`src/rtl/axi_pkg.sv`:
```
// rtl/axi_pkg.sv - shared AXI encodings and arbiter state type
package axi_pkg;

    typedef enum logic [1:0] {
        ST_IDLE = 2'd0,
        ST_ADDR = 2'd1,
        ST_DATA = 2'd2
    } arb_state_e;

    localparam logic [1:0] BURST_FIXED = 2'b00;
    localparam logic [1:0] BURST_INCR  = 2'b01;
    localparam logic [1:0] BURST_WRAP  = 2'b10;

    localparam logic [1:0] RESP_OKAY   = 2'b00;
    localparam logic [1:0] RESP_EXOKAY = 2'b01;
    localparam logic [1:0] RESP_SLVERR = 2'b10;
    localparam logic [1:0] RESP_DECERR = 2'b11;

    // Index width for n requesters; never zero so a 1-master build still has a grant bit.
    function automatic int idx_bits(input int n);
        return (n > 1) ? $clog2(n) : 1;
    endfunction

endpackage

```
`src/rtl/rr_arbiter.sv`:
```
// rtl/rr_arbiter.sv - combinational round-robin picker starting after the last winner
module rr_arbiter
    import axi_pkg::*;
#(
    parameter int NumMasters = 2,
    parameter int GrantBits  = idx_bits(NumMasters)
) (
    input  logic [NumMasters-1:0] req,
    input  logic [GrantBits-1:0]  last,
    output logic [GrantBits-1:0]  winner,
    output logic                  any_req
);

    logic [GrantBits-1:0] idx;
    logic                 found;

    always_comb begin
        winner = '0;
        found  = 1'b0;
        idx    = last;
        for (int off = 0; off < NumMasters; off++) begin
            idx = (idx == GrantBits'(NumMasters - 1)) ? '0 : idx + 1'b1;
            if (!found && req[idx]) begin
                winner = idx;
                found  = 1'b1;
            end
        end
    end

    assign any_req = |req;

endmodule

```
`src/rtl/axi_read_arbiter.sv`:
```
// rtl/axi_read_arbiter.sv - shares one AXI read slave between NumMasters masters, one burst at a time
module axi_read_arbiter
    import axi_pkg::*;
#(
    parameter int BusWidth   = 32,
    parameter int TagBits    = 4,
    parameter int NumMasters = 2,
    localparam int GrantBits = idx_bits(NumMasters)
) (
    input  logic                           ACLK,
    input  logic                           ARESET,
    input  logic [NumMasters*TagBits-1:0]  M_ARID,
    input  logic [NumMasters*BusWidth-1:0] M_ARADDR,
    input  logic [NumMasters*4-1:0]        M_ARLEN,
    input  logic [NumMasters*2-1:0]        M_ARSIZE,
    input  logic [NumMasters*2-1:0]        M_ARBURST,
    input  logic [NumMasters*2-1:0]        M_ARLOCK,
    input  logic [NumMasters*4-1:0]        M_ARCACHE,
    input  logic [NumMasters*3-1:0]        M_ARPROT,
    input  logic [NumMasters-1:0]          M_ARVALID,
    output logic [NumMasters-1:0]          M_ARREADY,
    output logic [TagBits-1:0]             M_RID,
    output logic [BusWidth-1:0]            M_RDATA,
    output logic [1:0]                     M_RRESP,
    output logic                           M_RLAST,
    output logic [NumMasters-1:0]          M_RVALID,
    input  logic [NumMasters-1:0]          M_RREADY,
    output logic [TagBits-1:0]             S_ARID,
    output logic [BusWidth-1:0]            S_ARADDR,
    output logic [3:0]                     S_ARLEN,
    output logic [1:0]                     S_ARSIZE,
    output logic [1:0]                     S_ARBURST,
    output logic [1:0]                     S_ARLOCK,
    output logic [3:0]                     S_ARCACHE,
    output logic [2:0]                     S_ARPROT,
    output logic                           S_ARVALID,
    input  logic                           S_ARREADY,
    input  logic [TagBits-1:0]             S_RID,
    input  logic [BusWidth-1:0]            S_RDATA,
    input  logic [1:0]                     S_RRESP,
    input  logic                           S_RLAST,
    input  logic                           S_RVALID,
    output logic                           S_RREADY,
    output logic                           busy,
    output logic [GrantBits-1:0]           grant,
    output logic                           protocol_err
);

    arb_state_e           state, state_nxt;
    logic [GrantBits-1:0] last_q;
    logic [GrantBits-1:0] winner;
    logic                 any_req;
    logic [TagBits-1:0]   arid_q;
    logic [3:0]           arlen_q;
    logic [4:0]           beat_q;
    logic                 r_hs;
    logic                 violation;

    rr_arbiter #(
        .NumMasters (NumMasters),
        .GrantBits  (GrantBits)
    ) u_rr (
        .req     (M_ARVALID),
        .last    (last_q),
        .winner  (winner),
        .any_req (any_req)
    );

    // The AR payload follows grant in every state; S_ARVALID alone qualifies it.
    assign S_ARID    = M_ARID[int'(grant)*TagBits +: TagBits];
    assign S_ARADDR  = M_ARADDR[int'(grant)*BusWidth +: BusWidth];
    assign S_ARLEN   = M_ARLEN[int'(grant)*4 +: 4];
    assign S_ARSIZE  = M_ARSIZE[int'(grant)*2 +: 2];
    assign S_ARBURST = M_ARBURST[int'(grant)*2 +: 2];
    assign S_ARLOCK  = M_ARLOCK[int'(grant)*2 +: 2];
    assign S_ARCACHE = M_ARCACHE[int'(grant)*4 +: 4];
    assign S_ARPROT  = M_ARPROT[int'(grant)*3 +: 3];

    assign M_RID   = S_RID;
    assign M_RDATA = S_RDATA;
    assign M_RRESP = S_RRESP;
    assign M_RLAST = S_RLAST;

    assign busy = (state != ST_IDLE);
    assign r_hs = (state == ST_DATA) && S_RVALID && M_RREADY[grant];

    // RLAST must land exactly on beat ARLEN; any beat beyond it without RLAST is also wrong.
    assign violation = (S_RID != arid_q)
                     || (S_RLAST && (beat_q != {1'b0, arlen_q}))
                     || (!S_RLAST && (beat_q > {1'b0, arlen_q}));

    always_comb begin
        state_nxt = state;
        S_ARVALID = 1'b0;
        S_RREADY  = 1'b0;
        M_ARREADY = '0;
        M_RVALID  = '0;
        case (state)
            ST_IDLE: begin
                if (any_req) begin
                    state_nxt = ST_ADDR;
                end
            end
            ST_ADDR: begin
                S_ARVALID        = 1'b1;
                M_ARREADY[grant] = S_ARREADY;
                if (S_ARREADY) begin
                    state_nxt = ST_DATA;
                end
            end
            ST_DATA: begin
                M_RVALID[grant] = S_RVALID;
                S_RREADY        = M_RREADY[grant];
                if (r_hs && S_RLAST) begin
                    state_nxt = ST_IDLE;
                end
            end
            default: state_nxt = ST_IDLE;
        endcase
    end

    always_ff @(posedge ACLK or posedge ARESET) begin
        if (ARESET) begin
            state        <= ST_IDLE;
            grant        <= '0;
            last_q       <= GrantBits'(NumMasters - 1);
            arid_q       <= '0;
            arlen_q      <= '0;
            beat_q       <= '0;
            protocol_err <= 1'b0;
        end else begin
            state <= state_nxt;
            case (state)
                ST_IDLE: begin
                    if (any_req) begin
                        grant   <= winner;
                        arid_q  <= M_ARID[int'(winner)*TagBits +: TagBits];
                        arlen_q <= M_ARLEN[int'(winner)*4 +: 4];
                    end
                end
                ST_ADDR: begin
                    if (S_ARREADY) begin
                        beat_q <= '0;
                    end
                end
                ST_DATA: begin
                    if (r_hs) begin
                        beat_q <= beat_q + 5'd1;
                        if (S_RLAST) begin
                            last_q <= grant;
                        end
                    end
                end
                default: ;
            endcase
            if (r_hs && violation) begin
                protocol_err <= 1'b1;
            end
        end
    end

endmodule

```
`config.mk`:
```
export PLATFORM = sky130hd
export DESIGN_NAME = axi_read_arbiter
export DESIGN_NICKNAME = d
export VERILOG_FILES = /design/src/rtl/axi_pkg.sv /design/src/rtl/rr_arbiter.sv /design/src/rtl/axi_read_arbiter.sv
export SDC_FILE = /design/constraint.sdc
export NUM_CORES = 1
export LEC_CHECK = 0
export ABC_AREA = 1
export BUFFER_PORTS_ARGS = -buffer_cell sky130_fd_sc_hd__buf_2
export CAP_MARGIN = 15
export CORE_AREA = 2 2 97 99
export CTS_BUF_LIST = sky130_fd_sc_hd__clkbuf_8 sky130_fd_sc_hd__clkbuf_16
export CTS_CLUSTER_SIZE = 14
export DETAILED_ROUTE_END_ITERATION = 10
export DIE_AREA = 0 0 99 101
export SKIP_LAST_GASP = 1
export SYNTH_ARGS = -nofsm -noshare
export SYNTH_HDL_FRONTEND = slang
export SYNTH_SLANG_ARGS = --single-unit
```
`constraint.sdc`:
```
create_clock -name ACLK -period 1.5 [get_ports ACLK]
set_clock_uncertainty 0.05 [all_clocks]
set_input_delay 0.3 -clock ACLK [delete_from_list [all_inputs] [get_ports ACLK]]
set_output_delay 0.3 -clock ACLK [all_outputs]
set_load 0.1 [all_outputs]
```
==> out/results.tsv <==
metric	value	unit
critPathSlowestCell	dfrtp_4	
maxCapViolCount	0	
yosysUniqueCellTypes	22	
powerDensity	2570	nW/um^2
num_rows	35	
r2r_cells	7	
n_antenna_cell	0	
clockBufferDepth	2	
antenna_found_initial	1	
drc	0	
fin_util	68.9	%
mostFrequentLayoutCell	buf_2	
cp_cell_sequence	buf_12, buf_16, buf_12, nand2_8, nand2_8, buf_12	
violations	negative setup slack	
synth_top_cell_area_share	36.7	%
place_area	5730	um^2
dpl.cell_count	624	
cts_max_level	1	
tightest_slew	0.485	ns
leakagePower	2.82	nW
initial_core_util	22.7	%
die_h	101	um
crit_buf_inv	4	
clock_latency	0.26	ns
grt_max_degree	13	
yosysWarningCount	0	
place_congestion	0.805	
synthCells	357	
period_needed	1.87	ns
cp_slowest_stage_delay	0.53	ns
worstHoldPathCells	3	
fmax	0.535	GHz
grtUsageTotal	17.0	%
overflow	0	
place_ws	-0.204	ns
cp_max_fo	8	
yosysSeqAreaShare	22.2	%
min_from	S_ARREADY	
dr.pass1.iters	4	
synth_nets	515	
period_share	125	%
outcome	complete, but fails checks	
end_kind	output port	
yosys.area.top_type	nand2_1	
grt_pass1_wl	13.9	mm
via_count	2808	
fin_nets	684	
path_clk_slew	0.07	ns
critical_path_class	register to output port	
drive_gt1_share	74.5	%
cts_tree	done	
avgSynthCellArea	5.70	um^2
wl_per_cell	14.1	um
io_buffers	185	
core	8980	um^2
syn_area	2030	um^2
r2r_slack	0.01	ns
r2r-start	grant	
final_cells	636	
holdPathEnd	state[1]	
crit_arrival	1.52	ns
cts.sinks	18	
crit_top_cell	buf_12	
die_w	99	um
layout_common_cells	121 x buf_2, 91 x nand2_8, 77 x buf_12, 44 x nand2_4, 43 x nand2_1	
rsz0062_at_grt	true	
slew_headroom	67.9	%
root_buffer	clkbuf_8	
final_hold_viol_count	0	
setup_slack	-0.371	ns
crit_family	buffers and inverters	
slew_violations	0	
avgViaCountPerCell	4.42	
syn_to_final_growth	204	%
worst_ep_required_time	1.15	ns
yosys-top-cells-area	nand2_1 37%, dfrtp_1 21%, buf_4 15%	
max-vdd-ir-drop	1.74	mV
io_pins	254	
setup_tns	-17.37	ns
drtIter0Drc	34	
setup_viol	59	
routed_wl	8.99	mm
ys_ff_latch	18	
place_hpwl	7.50	mm
dieArea	10000	um^2
r2r-end	beat_q[1]	
ant_nets	0	
grt_pass1_vias	2966	
fin_area	6180	um^2
numCtsBuffers	3	
start_kind	register	
hold_class	input port to register	
kinds of logic after synthesis:
group | count (synthesis) | share of synthesized area, %
and+or+nand+nor | 230 | 44.5
buffers and inverters | 74 | 21.2
AOI/OAI and AO/OA | 23 | 6.03
DFF | 18 | 22.2
xor gates and xnor gates | 7 | 3.01
adders and majority gates | 5 | 3.08
registers in the layout, indices dropped and copies added (netlist names):
signal and flops:
arlen_q 4, state 2, arid_q 4, protocol_err 1, grant 1, beat_q 5
last_q 1
report_power, final:
group / switching (mW) / leakage (nW) / internal [mW] / total, mW
Sequential: 0.155 / 0.221 / 0.680 / 0.835
Combinational: 9.12 / 2.57 / 5.61 / 14.7
Clock: 0.158 / 0.0269 / 0.182 / 0.340
what timing repair did:
action	in CTS	in global routing
setup buffers	2	0
hold buffers	1	0
endpoints found under the setup margin	64	68
endpoints found under the hold margin	5	0
gates resized for setup	31	17
cloned	3	2
cells in the mapped netlist (all sizes together):
cell type / number
nand3: 4
buf: 47
xor2: 3
dfrtp: 17
clkbuf: 5
o22ai: 3
dfstp: 1
ha: 5
o21ai: 20
xnor2: 4
nand2: 201
or2: 1
nor2: 24
inv: 22
final cells by class:
type | count | area (um^2)
timing repair buffer | 216 | 2400
clock inverter | 1 | 3.75
multi-input combinational | 265 | 3050
inverter | 22 | 90.1
tap | 111 | 139
fill | 663 | 2800
clock buffer | 3 | 41.3
sequential | 18 | 455
through the flow:
step / power, mW / hold slack (ns)
finish: 15.9 / 0.280
global route: 16.5 / 0.306
CTS: 15.7 / 0.282
detailed placement: 14.7 / 0.192
global placement: 14.6 / 0.188
floorplan: 11.2 / 0.188
worst reg2reg max path: cells and delay by family (launching register included):
kind / cells / cell delay, ns
flip-flops: 1 / 0.53
AND/OR/NAND/NOR: 4 / 0.35
AO/OA/AOI/OAI: 2 / 0.27
buffers and inverters: 1 / 0.18
per-layer routing:
metal | wire, um | up-vias | GRT usage [%] | share of wire [%]
met5 | 13 | - | 0 | 0.14
met3 | 828 | 13 | 5.13 | 9.2
li1 | - | 1383 | - | -
met2 | 5180 | 132 | 34.1 | 58
met1 | 2860 | 1278 | 17.6 | 32
met4 | 102 | 2 | 2.42 | 1.1
how the worst max path moves through the flow:
stage | startpoint | endpoint | slack, ns | cells after the start
final | grant | S_ARBURST[1] | -0.37 | 6
after global routing | grant | S_ARBURST[1] | -0.40 | 6
after CTS | grant | S_ARID[3] | -0.38 | 6
after detailed placement | grant | S_ARPROT[2] | -0.20 | 5
after global placement | grant | S_ARSIZE[1] | -0.19 | 5
after floorplan | state[0] | M_ARREADY[0] | -0.49 | 4
(Power assumes the default switching activity.)
